**src/rtl/muldiv.sv**
```systemverilog
// Iterative MULT/MULTU/DIV/DIVU unit with the HI/LO registers and MTHI/MTLO writes.
// Each arithmetic op takes WIDTH+1 cycles: WIDTH shift-add or shift-subtract iterations, then one sign-fixup cycle.
module muldiv #(
    parameter int WIDTH = 32
) (
    input  logic             clk,
    input  logic             reset,
    input  logic             start_i,
    input  logic [2:0]       op_i,
    input  logic [WIDTH-1:0] a_i,
    input  logic [WIDTH-1:0] b_i,
    input  logic             flush_i,
    output logic             busy_o,
    output logic             done_o,
    output logic [WIDTH-1:0] hi_o,
    output logic [WIDTH-1:0] lo_o
);

    localparam int CW = (WIDTH > 1) ? $clog2(WIDTH) : 1;
    localparam logic [CW-1:0] LAST_ITER = CW'(WIDTH - 1);

    localparam logic [1:0] S_IDLE = 2'd0;
    localparam logic [1:0] S_RUN  = 2'd1;
    localparam logic [1:0] S_FIX  = 2'd2;

    logic [1:0]         state_q, state_d;
    logic [CW-1:0]      cnt_q, cnt_d;
    logic [2*WIDTH-1:0] acc_q, acc_d;
    logic [WIDTH-1:0]   a_q, a_d;
    logic [WIDTH-1:0]   b_q, b_d;
    logic               div_q, div_d;
    logic               neg_p_q, neg_p_d;
    logic               neg_r_q, neg_r_d;
    logic [WIDTH-1:0]   hi_q, hi_d;
    logic [WIDTH-1:0]   lo_q, lo_d;
    logic               done_q, done_d;

    logic               op_signed;
    logic [WIDTH-1:0]   a_abs, b_abs;
    logic [WIDTH:0]     mul_sum;
    logic [WIDTH:0]     div_trial, div_diff;
    logic [WIDTH-1:0]   div_rem;
    logic [2*WIDTH-1:0] prod_fix;
    logic [WIDTH-1:0]   quot_fix, rem_fix;

    assign op_signed = ~op_i[0];
    assign a_abs     = (op_signed && a_i[WIDTH-1]) ? -a_i : a_i;
    assign b_abs     = (op_signed && b_i[WIDTH-1]) ? -b_i : b_i;

    // Multiply: the multiplier shifts out LSB first while the accumulator shifts right.
    assign mul_sum   = {1'b0, acc_q[2*WIDTH-1:WIDTH]} + ({1'b0, a_q} & {(WIDTH+1){b_q[0]}});

    // Divide: the dividend shifts out of a_q MSB first; the top bit of the trial difference is the borrow.
    assign div_trial = {acc_q[2*WIDTH-1:WIDTH], a_q[WIDTH-1]};
    assign div_diff  = div_trial - {1'b0, b_q};
    assign div_rem   = div_diff[WIDTH] ? div_trial[WIDTH-1:0] : div_diff[WIDTH-1:0];

    assign prod_fix  = neg_p_q ? -acc_q : acc_q;
    assign quot_fix  = neg_p_q ? -acc_q[WIDTH-1:0] : acc_q[WIDTH-1:0];
    assign rem_fix   = neg_r_q ? -acc_q[2*WIDTH-1:WIDTH] : acc_q[2*WIDTH-1:WIDTH];

    always_comb begin
        state_d = state_q;
        cnt_d   = cnt_q;
        acc_d   = acc_q;
        a_d     = a_q;
        b_d     = b_q;
        div_d   = div_q;
        neg_p_d = neg_p_q;
        neg_r_d = neg_r_q;
        hi_d    = hi_q;
        lo_d    = lo_q;
        done_d  = 1'b0;
        if (flush_i) begin
            state_d = S_IDLE;
        end else begin
            case (state_q)
                S_IDLE: begin
                    if (start_i && !op_i[2]) begin
                        state_d = S_RUN;
                        cnt_d   = '0;
                        acc_d   = '0;
                        a_d     = a_abs;
                        b_d     = b_abs;
                        div_d   = op_i[1];
                        // A zero divisor leaves the all-ones quotient un-negated.
                        neg_p_d = op_signed & (a_i[WIDTH-1] ^ b_i[WIDTH-1]) & (~op_i[1] | (|b_i));
                        neg_r_d = op_signed & a_i[WIDTH-1];
                    end else if (start_i && !op_i[1]) begin
                        if (op_i[0]) lo_d = a_i;
                        else         hi_d = a_i;
                    end
                end
                S_RUN: begin
                    if (div_q) begin
                        acc_d = {div_rem, acc_q[WIDTH-2:0], ~div_diff[WIDTH]};
                        a_d   = a_q << 1;
                    end else begin
                        acc_d = {mul_sum, acc_q[WIDTH-1:1]};
                        b_d   = b_q >> 1;
                    end
                    cnt_d = cnt_q + CW'(1);
                    if (cnt_q == LAST_ITER) state_d = S_FIX;
                end
                S_FIX: begin
                    if (div_q) begin
                        hi_d = rem_fix;
                        lo_d = quot_fix;
                    end else begin
                        {hi_d, lo_d} = prod_fix;
                    end
                    done_d  = 1'b1;
                    state_d = S_IDLE;
                end
                default: state_d = S_IDLE;
            endcase
        end
    end

    always_ff @(posedge clk) begin
        if (reset) begin
            state_q <= S_IDLE;
            cnt_q   <= '0;
            acc_q   <= '0;
            a_q     <= '0;
            b_q     <= '0;
            div_q   <= 1'b0;
            neg_p_q <= 1'b0;
            neg_r_q <= 1'b0;
            hi_q    <= '0;
            lo_q    <= '0;
            done_q  <= 1'b0;
        end else begin
            state_q <= state_d;
            cnt_q   <= cnt_d;
            acc_q   <= acc_d;
            a_q     <= a_d;
            b_q     <= b_d;
            div_q   <= div_d;
            neg_p_q <= neg_p_d;
            neg_r_q <= neg_r_d;
            hi_q    <= hi_d;
            lo_q    <= lo_d;
            done_q  <= done_d;
        end
    end

    assign busy_o = (state_q != S_IDLE);
    assign done_o = done_q;
    assign hi_o   = hi_q;
    assign lo_o   = lo_q;

endmodule

```
**config.mk**
```make
export PLATFORM = sky130hd
export DESIGN_NAME = muldiv
export DESIGN_NICKNAME = d
export VERILOG_FILES = /design/src/rtl/muldiv.sv
export SDC_FILE = /design/constraint.sdc
export NUM_CORES = 1
export LEC_CHECK = 0
export ABC_AREA = 1
export CORE_MARGIN = 3
export CORE_UTILIZATION = 42
export CTS_CLUSTER_SIZE = 40
export DETAILED_ROUTE_END_ITERATION = 6
export PLACE_DENSITY = 0.7
export SKIP_CTS_REPAIR_TIMING = 1
export SYNTH_ARGS = -nofsm -noshare
export SYNTH_HDL_FRONTEND = slang
export SYNTH_SLANG_ARGS = --single-unit
export TNS_END_PERCENT = 50
```
**constraint.sdc**
```tcl
create_clock -name clk -period 3.2 [get_ports clk]
set_input_delay 0.96 -clock clk [delete_from_list [all_inputs] [get_ports clk]]
set_output_delay 0.96 -clock clk [all_outputs]
set_load 0.02 [all_outputs]
```
* Word level (Yosys, flattened, before mapping) *
Index checks and enable logic that the tools add are counted.
W data, S select, Z words.

cells by class
  $add $sub $neg = 8
  multiplexer cells = 31
  bitwise operators = 10
  reductions and logical operators = 19
  equal/unequal tests = 11

operators by type and width
  kind                   number
  $mux W32               17
  $pmux W32 S2           4
  $mux W64               3
  $neg A32 Y32           4
  $pmux W64 S2           1
  $neg A64 Y64           1
  $add A32 B33 Y33       1
  $and A32 B33 Y33       1
  $sub A33 B32 Y33       1
  $reduce_or A32 Y1      1
  $ne A2 B2 Y1 const B   8
  $pmux W5 S2            1
  $reduce_and A5 Y1      2
  $reduce_and A4 Y1      2
  $reduce_and A3 Y1      2
  $reduce_bool A2 Y1     3
  $add A5 B1 Y5 const B  1
  $eq A5 B5 Y1 const B   1
  $mux W5                1
  $logic_and A1 B1 Y1    4
  $mux W2                2
  $not A1 Y1             4
  $pmux W2 S2            1
  $and A1 B1 Y1          3
  other kinds (9)        10

word-level totals
  register bits after elaboration = 203
  output and inout bits = 66
  word-level logic and storage cells = 90
  input bits = 71

* Longest topological paths before layout *
Gate-level depths: netlist (run 1).

  word-level depth = 5
  depth in mapped cells = 19
  gate-level depth less buffers = 18

* Least setup slack after synthesis (run 1) *
OpenSTA, ideal clock, no wires.

  kind = reg-to-reg
  start = reg b_q[0]
  end = reg acc_q[61]
  slack = 0.706 ns
  required time = 3.068 ns
  library setup time = 0.132 ns
  cell stages (with the launch flop) = 19
  arrival = 2.362 ns
  path buffers = 1
  period minus slack after synthesis = 2.494 ns
  cell sequence = dfxtp_1 clkbuf_1 nand2_1 inv_1 ha_1 inv_1 fa_1 inv_1 nand3_1 nand2_1 inv_1 nor2_1 nor2_1 o21ai_0 nand2_1 nand3_1 nand3_1 nand3_1 a21oi_1

on the way
  word-level cells in the longest chain between the ends = 4
  elaborated cells on any way between the ends = 6
  classes of those cells = add/sub (2); mux (3); bitwise (1)

RTL lines
  item                                                  RTL line  source
  from (decl)                                           30        logic [WIDTH-1:0] b_q, b_d;
  from (signal assigned)                                126       b_q <= '0;
  from (signal assigned)                                138       b_q <= b_d;
  $and A32 B33 Y33 or $sub A33 B32 Y33 (tied branches)  51, 55
  $add A32 B33 Y33 or $mux W32 (tied branches)          51, 56
  $mux W64 (*)                                          95        if (div_q) begin
  $pmux W64 S2 (*)                                      77        case (state_q)
  to (signal assigned)                                  124       acc_q <= '0;
  to (signal assigned)                                  136       acc_q <= acc_d;
  to (decl)                                             28        logic [2*WIDTH-1:0] acc_q, acc_d;

Mark *: on every way between the ends. The rest lies on a longest branch, timed or not.
A chain may end at the register's enable or synchronous reset.

* Worst setup path after layout (run 1) *
  start = reg b_q[0]
  end = reg acc_q[45]

The elaborated chain is that of the path after synthesis.

==> results of run 1 <==
[cells by family after synthesis]
group / after synthesis
AND/OR/NAND/NOR: 1648
AO/OA/AOI/OAI: 630
buffers and inverters: 557
flip-flops: 203
adder cells (fa/ha/maj): 73
XOR/XNOR: 30
[final cells by class]
type | count | share of cell area (%)
sequential | 203 | 19.2
clock inverter | 14 | 0.509
inverter | 435 | 7.72
multi-input combinational | 2381 | 56.2
tap | 539 | 3.19
clock buffer | 29 | 3.12
antenna | 1 | 0.0118
timing repair buffer | 223 | 10.0
[layer usage]
layer	vias up	track usage (%)	part of all wire (%)
met2	1115	45.1	41
li1	10596	-	-
met4	4	8.34	2.8
met5	-	0	0.034
met3	129	6.04	11
met1	9905	47.8	45
[stage by stage]
| stage | utilization (%) | TNS, ps | cell area (µm²) |
|---|---|---|---|
| after global placement | 48.2 | -0.632 | 20400 |
| final | 50.1 | 0 | 21100 |
| after floorplan | - | 0 | 18100 |
| after global routing | 50.1 | 0 | 21100 |
| after CTS | 50.1 | 0 | 21100 |
| after detailed placement | 48.2 | -77.0 | 20400 |
[power by group]
group          internal [mW]  switching (mW)  leakage (nW)
sequential              2.63           0.106          1.65
combinational          0.696            1.43          8.07
clock                   1.55            1.19         0.371
total                   4.87            2.72          10.1
[flip-flops by register name (all words and copies together), names as in the netlist]
name and count:
a_q 32, done_o 1, lo_o 32, acc_q 64
neg_p_q 1, neg_r_q 1, b_q 32, div_q 1
state_q 2, hi_o 32, cnt_q 5
[placed cells by master (no fill, tap or decap), drive strengths merged, types with 2 or more instances in the layout]
| cell type | instances |
|---|---|
| a211oi | 31 |
| nor2 | 365 |
| a221oi | 31 |
| o31ai | 9 |
| and2 | 2 |
| nand3 | 316 |
| inv | 431 |
| a21boi | 2 |
| nand3b | 14 |
| o21bai | 15 |
| a21oi | 270 |
| clkinv | 12 |
| nand2 | 858 |
| xor2 | 24 |
| nand4 | 31 |
| clkdlybuf4s50 | 135 |
| buf | 88 |
| xnor2 | 6 |
| o211ai | 28 |
| or2 | 11 |
| a21o | 8 |
| nor4 | 7 |
| clkbuf | 29 |
| ha | 71 |
| clkinvlp | 5 |
| dfxtp | 203 |
| nor3 | 43 |
| fa | 2 |
| a31oi | 19 |
| o2111ai | 2 |
| o221ai | 17 |
| o21a | 2 |
| o21ai | 195 |
[worst max-delay path, delay by kind of cell, from the launching register on]
kind	cells	cell delay, ps
AO/OA/AOI/OAI	3	790
adder cells (fa/ha/maj)	2	540
buffers and inverters	4	350
flip-flops	1	440
AND/OR/NAND/NOR	7	740
[worst paths after layout]
kind,cells past startpoint,from,slack (ps),end
worst max-delay path,16,b_q[0]$_SDFFE_PP0P_,260,acc_q[45]$_SDFFE_PP0P_
worst min-delay path,2,b_q[26]$_SDFFE_PP0P_,460,b_q[26]$_SDFFE_PP0P_
worst max register to register,16,b_q[0]$_SDFFE_PP0P_,260,acc_q[45]$_SDFFE_PP0P_
worst min register to register,2,b_q[26]$_SDFFE_PP0P_,460,b_q[26]$_SDFFE_PP0P_
==> results.cfg, run 1 <==
[outcome]
status = complete, but fails checks
failed_checks = DRC

[worst_setup_path]
startpoint_type = flop
worstPathCellList = nand2_1 > inv_1 > ha_1 > inv_1 > fa_1 > inv_1 > nand3_1 > nand2_1 > inv_1 > nor2_1 > nor2_1 > o21ai_0 > nor2_1 > o21ai_0 > nand3_1 > a21oi_1
required_ps = 3660
arrival_ps = 3410
max_stage_delay_ps = 440
slowest_stage = dfxtp_1
critPathMaxFanout = 7
end_kind = flop
crit_type = reg -> reg
cpMostUsedCell = inv_1

[detailed_routing]
post-route-drc-count = 13
vias = 21749
drt_first_pass_iters = 7
postRouteAntennaNets = 0
vias_per_cell = 5.69
routed_wl_um = 73600
dr.first_iter.drc_count = 2687
drt-wirelength-per-cell_um = 19.2

[sta]
period_share_pct = 91.9
setup_viol = 0
max_slew_margin_pct = 33.4
hold_slack_ps = 463
finalMaxSlewViolations = 0
fin_ws_ps = 258
tightest_slew_ps = 999
clock.fmax_mhz = 340
rsz0062_at_grt = false
finalCriticalPeriod_ps = 2940
hold_viol = 0
fin_skew_ps = 13.5

[floorplanning]
start_util_pct = 42.8
die_w_um = 213
die_area_mm2 = 0.0455
rows = 75
dieHeight_um = 213
ios = 137
core_mm2 = 0.0422

[power_and_ir_drop]
p_per_area_mw_per_mm2 = 359
total_power_mw = 7.60
vdd_drop_max_v = 0.000336
p_leak_nw = 10.1

[place]
portBuffers = 136
pre_cts_slack_ps = -61.1
dp_hpwl_um = 58000
place_inst = 3781
gp_congestion = 1.00

[synthesis]
synthesis.area_mm2 = 0.0181
synth_cell_types = 52
ys_seq_elements = 203
synth_common_cells = nand2_1, inv_1, nor2_1
synth_top_cell_by_area = dfxtp_1
synth.top_cell.area_share_pct = 22.5
synth_xor_area_share_pct = 1.46
synthArstFlopShare_pct = 0
synth_compound_area_share_pct = 20.2
synth_top_family_by_area = simple AND/OR/NAND/NOR gates
ys_warn_count = 0
ys_seq_area_share_pct = 22.5
synth_fp_nets = 3285
synth.area.top_cells = dfxtp_1, nand2_1, nand3_1
synth_edf_count = 0
yosys.cell_count.top_type = nand2_1
synthCells = 3141
synth_area_per_cell_um2 = 5.75
synth_mux_area_share_pct = 0
yosys.area_share.simple_pct = 38.7
synth_fa_ha_area_share_pct = 5.14
synthFlopType = dfxtp_1

[global_routing]
grt_pass1_wl_um = 112000
grt-ovfl-total = 0
grt_max_degree = 120
grt_pass1_vias = 19023
grt_usage_pct = 31.4
antenna_found_initial = 3

[final_layout]
final_cells = 3825
regArea_mm2 = 0.00407
fin_nets = 3412
multi_input_area_mm2 = 0.0119
syn2layout_area_growth_pct = 17.1
fillCellCount = 4493
drive_gt1_share_pct = 6.33

[clocking]
cts_buffers = 24
clock-sinks = 203
cts_buffer_depth = 3
tritoncts = built
clock-root-buffer = clkbuf_16
clock_latency_ps = 540
clk_pin_slew_worst_paths_ps = 60
cts_max_level = 1

[flow_run]
drv_cap = 0

[hold_path]
worstHoldPathType = reg -> reg
Note: power is estimated with default switching activity, not from simulation.
==> inputs of run 2 (changes only) <==
--- a/config.mk
+++ b/config.mk
@@ -10,7 +10,9 @@
 export CORE_UTILIZATION = 42
 export CTS_CLUSTER_SIZE = 40
 export DETAILED_ROUTE_END_ITERATION = 6
+export MAX_ROUTING_LAYER = met4
 export PLACE_DENSITY = 0.7
+export SETUP_SLACK_MARGIN = 0.4
 export SKIP_CTS_REPAIR_TIMING = 1
 export SYNTH_ARGS = -nofsm -noshare
 export SYNTH_HDL_FRONTEND = slang
==> results.cfg, run 2 (synthesis results as in run 1) <==
[outcome]
failed_checks = DRC
status = complete, but fails checks

[final_layout]
final_cells = 3830
largest_register_ffs = 64
fillCellCount = 4512
syn2layout_area_growth_pct = 17.8
drive_gt1_share_pct = 6.78
top_register = acc_q
layout_commonest_cell = nand2_1
antennaDiodeCount = 0
fin_nets = 3417
final_util_pct = 50.4
final_cell_mix = nand2_1, inv_1, nor2_1
finish.instance_area_mm2 = 0.0213

[power_and_ir_drop]
p_leak_nw = 10.2
total_power_mw = 7.91
p_per_area_mw_per_mm2 = 372
vdd_drop_max_v = 0.000358

[clocking]
tritoncts = built
clock-root-buffer = clkbuf_16
clock-sinks = 203
clk_pin_slew_worst_paths_ps = 60
cts_buffer_depth = 3
cts_buffers = 25
clock_latency_ps = 580
cts_max_level = 1

[detailed_routing]
dr.first_iter.drc_count = 2854
drt_first_pass_iters = 7
routed_wl_um = 74200
postRouteAntennaNets = 0
vias = 21826
drt-wirelength-per-cell_um = 19.4
vias_per_cell = 5.70
post-route-drc-count = 17

[place]
place_inst = 3782
gp_congestion = 1.02
dpl_cell_area_mm2 = 0.0203
portBuffers = 136
dp_hpwl_um = 58100

[global_routing]
antenna_found_initial = 0
grt_usage_pct = 32.3
grt_max_degree = 120
grt-ovfl-total = 0
grt_pass1_vias = 18733
grt_pass1_wl_um = 111000

[floorplanning]
ios = 137
core_mm2 = 0.0422
start_util_pct = 42.8
die_w_um = 213
dieHeight_um = 213
die_area_mm2 = 0.0455
rows = 75

[hold_path]
worstHoldPathType = reg -> reg

[worst_setup_path]
regToRegSetupSlack_ps = 380
cp_num_buf_inv = 3
slowest_stage = a21oi_1
max_stage_delay_ps = 450
crit_type = reg -> reg
crit_family = simple AND/OR/NAND/NOR gates
end_kind = flop
worstPathCellList = inv_1 > ha_1 > inv_1 > nor3_1 > inv_2 > nor2_1 > nand2_1 > a21oi_1 > nand4_1 > nand3_1 > nand3_1 > a21oi_1
critPathMaxFanout = 6
required_ps = 3690
startpoint_type = flop
arrival_ps = 3310

[sta]
hold_viol = 0
tightest_slew_ps = 669
finalCriticalPeriod_ps = 2820
max_slew_margin_pct = 55.1
period_share_pct = 88.2
finalMaxSlewViolations = 0
clock.fmax_mhz = 354
setup_viol = 0
tns_ps = 0
rsz0062_at_grt = true
fin_skew_ps = 16.6

[flow_run]
drv_cap = 0
run 2: changes by cell type in the layout (fill, tap and decap cells not counted), sizes merged:
cell / delta
diode: -1
clkbuf: +9
inv: +1
clkinv: -4
nand2: +3
buf: +1
clkinvlp: -5
bufinv: +1
run 2: metal layers:
| metal | global-route usage, % | vias up | routed length [µm] |
|---|---|---|---|
| met5 | - | - | 0 |
| met4 | 6.65 | 0 | 1910 |
| met3 | 5.85 | 116 | 8050 |
| met2 | 45.7 | 1147 | 30500 |
| met1 | 48.0 | 9983 | 33800 |
| li1 | - | 10580 | - |
run 2: layout make-up:
| type | instances | area, µm² | area share [%] |
|---|---|---|---|
| multi-input cells | 2384 | 12000 | 56.2 |
| clock buffers | 38 | 744 | 3.50 |
| clock inverters | 7 | 104 | 0.488 |
| inverters | 435 | 1630 | 7.67 |
| well taps | 539 | 674 | 3.17 |
| repair buffers | 224 | 2090 | 9.80 |
| flip-flops and latches | 203 | 4070 | 19.1 |
run 2: worst reg2reg max path: stages, from the launching register on:
cell     delay [ps]
dfxtp_1         320
inv_1           260
ha_1            260
inv_1            70
nor3_1          240
inv_2            80
nor2_1          190
nand2_1          70
a21oi_1         450
nand4_1         200
nand3_1         120
nand3_1         270
a21oi_1         230
run 2: path summary, 6_finish.rpt:
check / depth (start not counted) / startpoint / end
min reg2reg: 2 / b_q[30]$_SDFFE_PP0P_ / b_q[30]$_SDFFE_PP0P_
max reg2reg: 12 / acc_q[32]$_SDFFE_PP0P_ / hi_o[30]$_SDFFE_PP0P_
max: 12 / acc_q[32]$_SDFFE_PP0P_ / hi_o[30]$_SDFFE_PP0P_
min: 2 / b_q[30]$_SDFFE_PP0P_ / b_q[30]$_SDFFE_PP0P_
run 2: per-stage QoR:
step	hold WS, ps	worst slack (ps)
global route	475	312
CTS	466	324
detailed placement	456	-59.4
finish	463	379
global placement	451	-58.7
floorplan	435	706
run 2: power by group:
group / internal (mW) / switching, mW
clock network: 1.77 / 1.23
registers: 2.63 / 0.108
logic: 0.705 / 1.48
total: 5.10 / 2.81
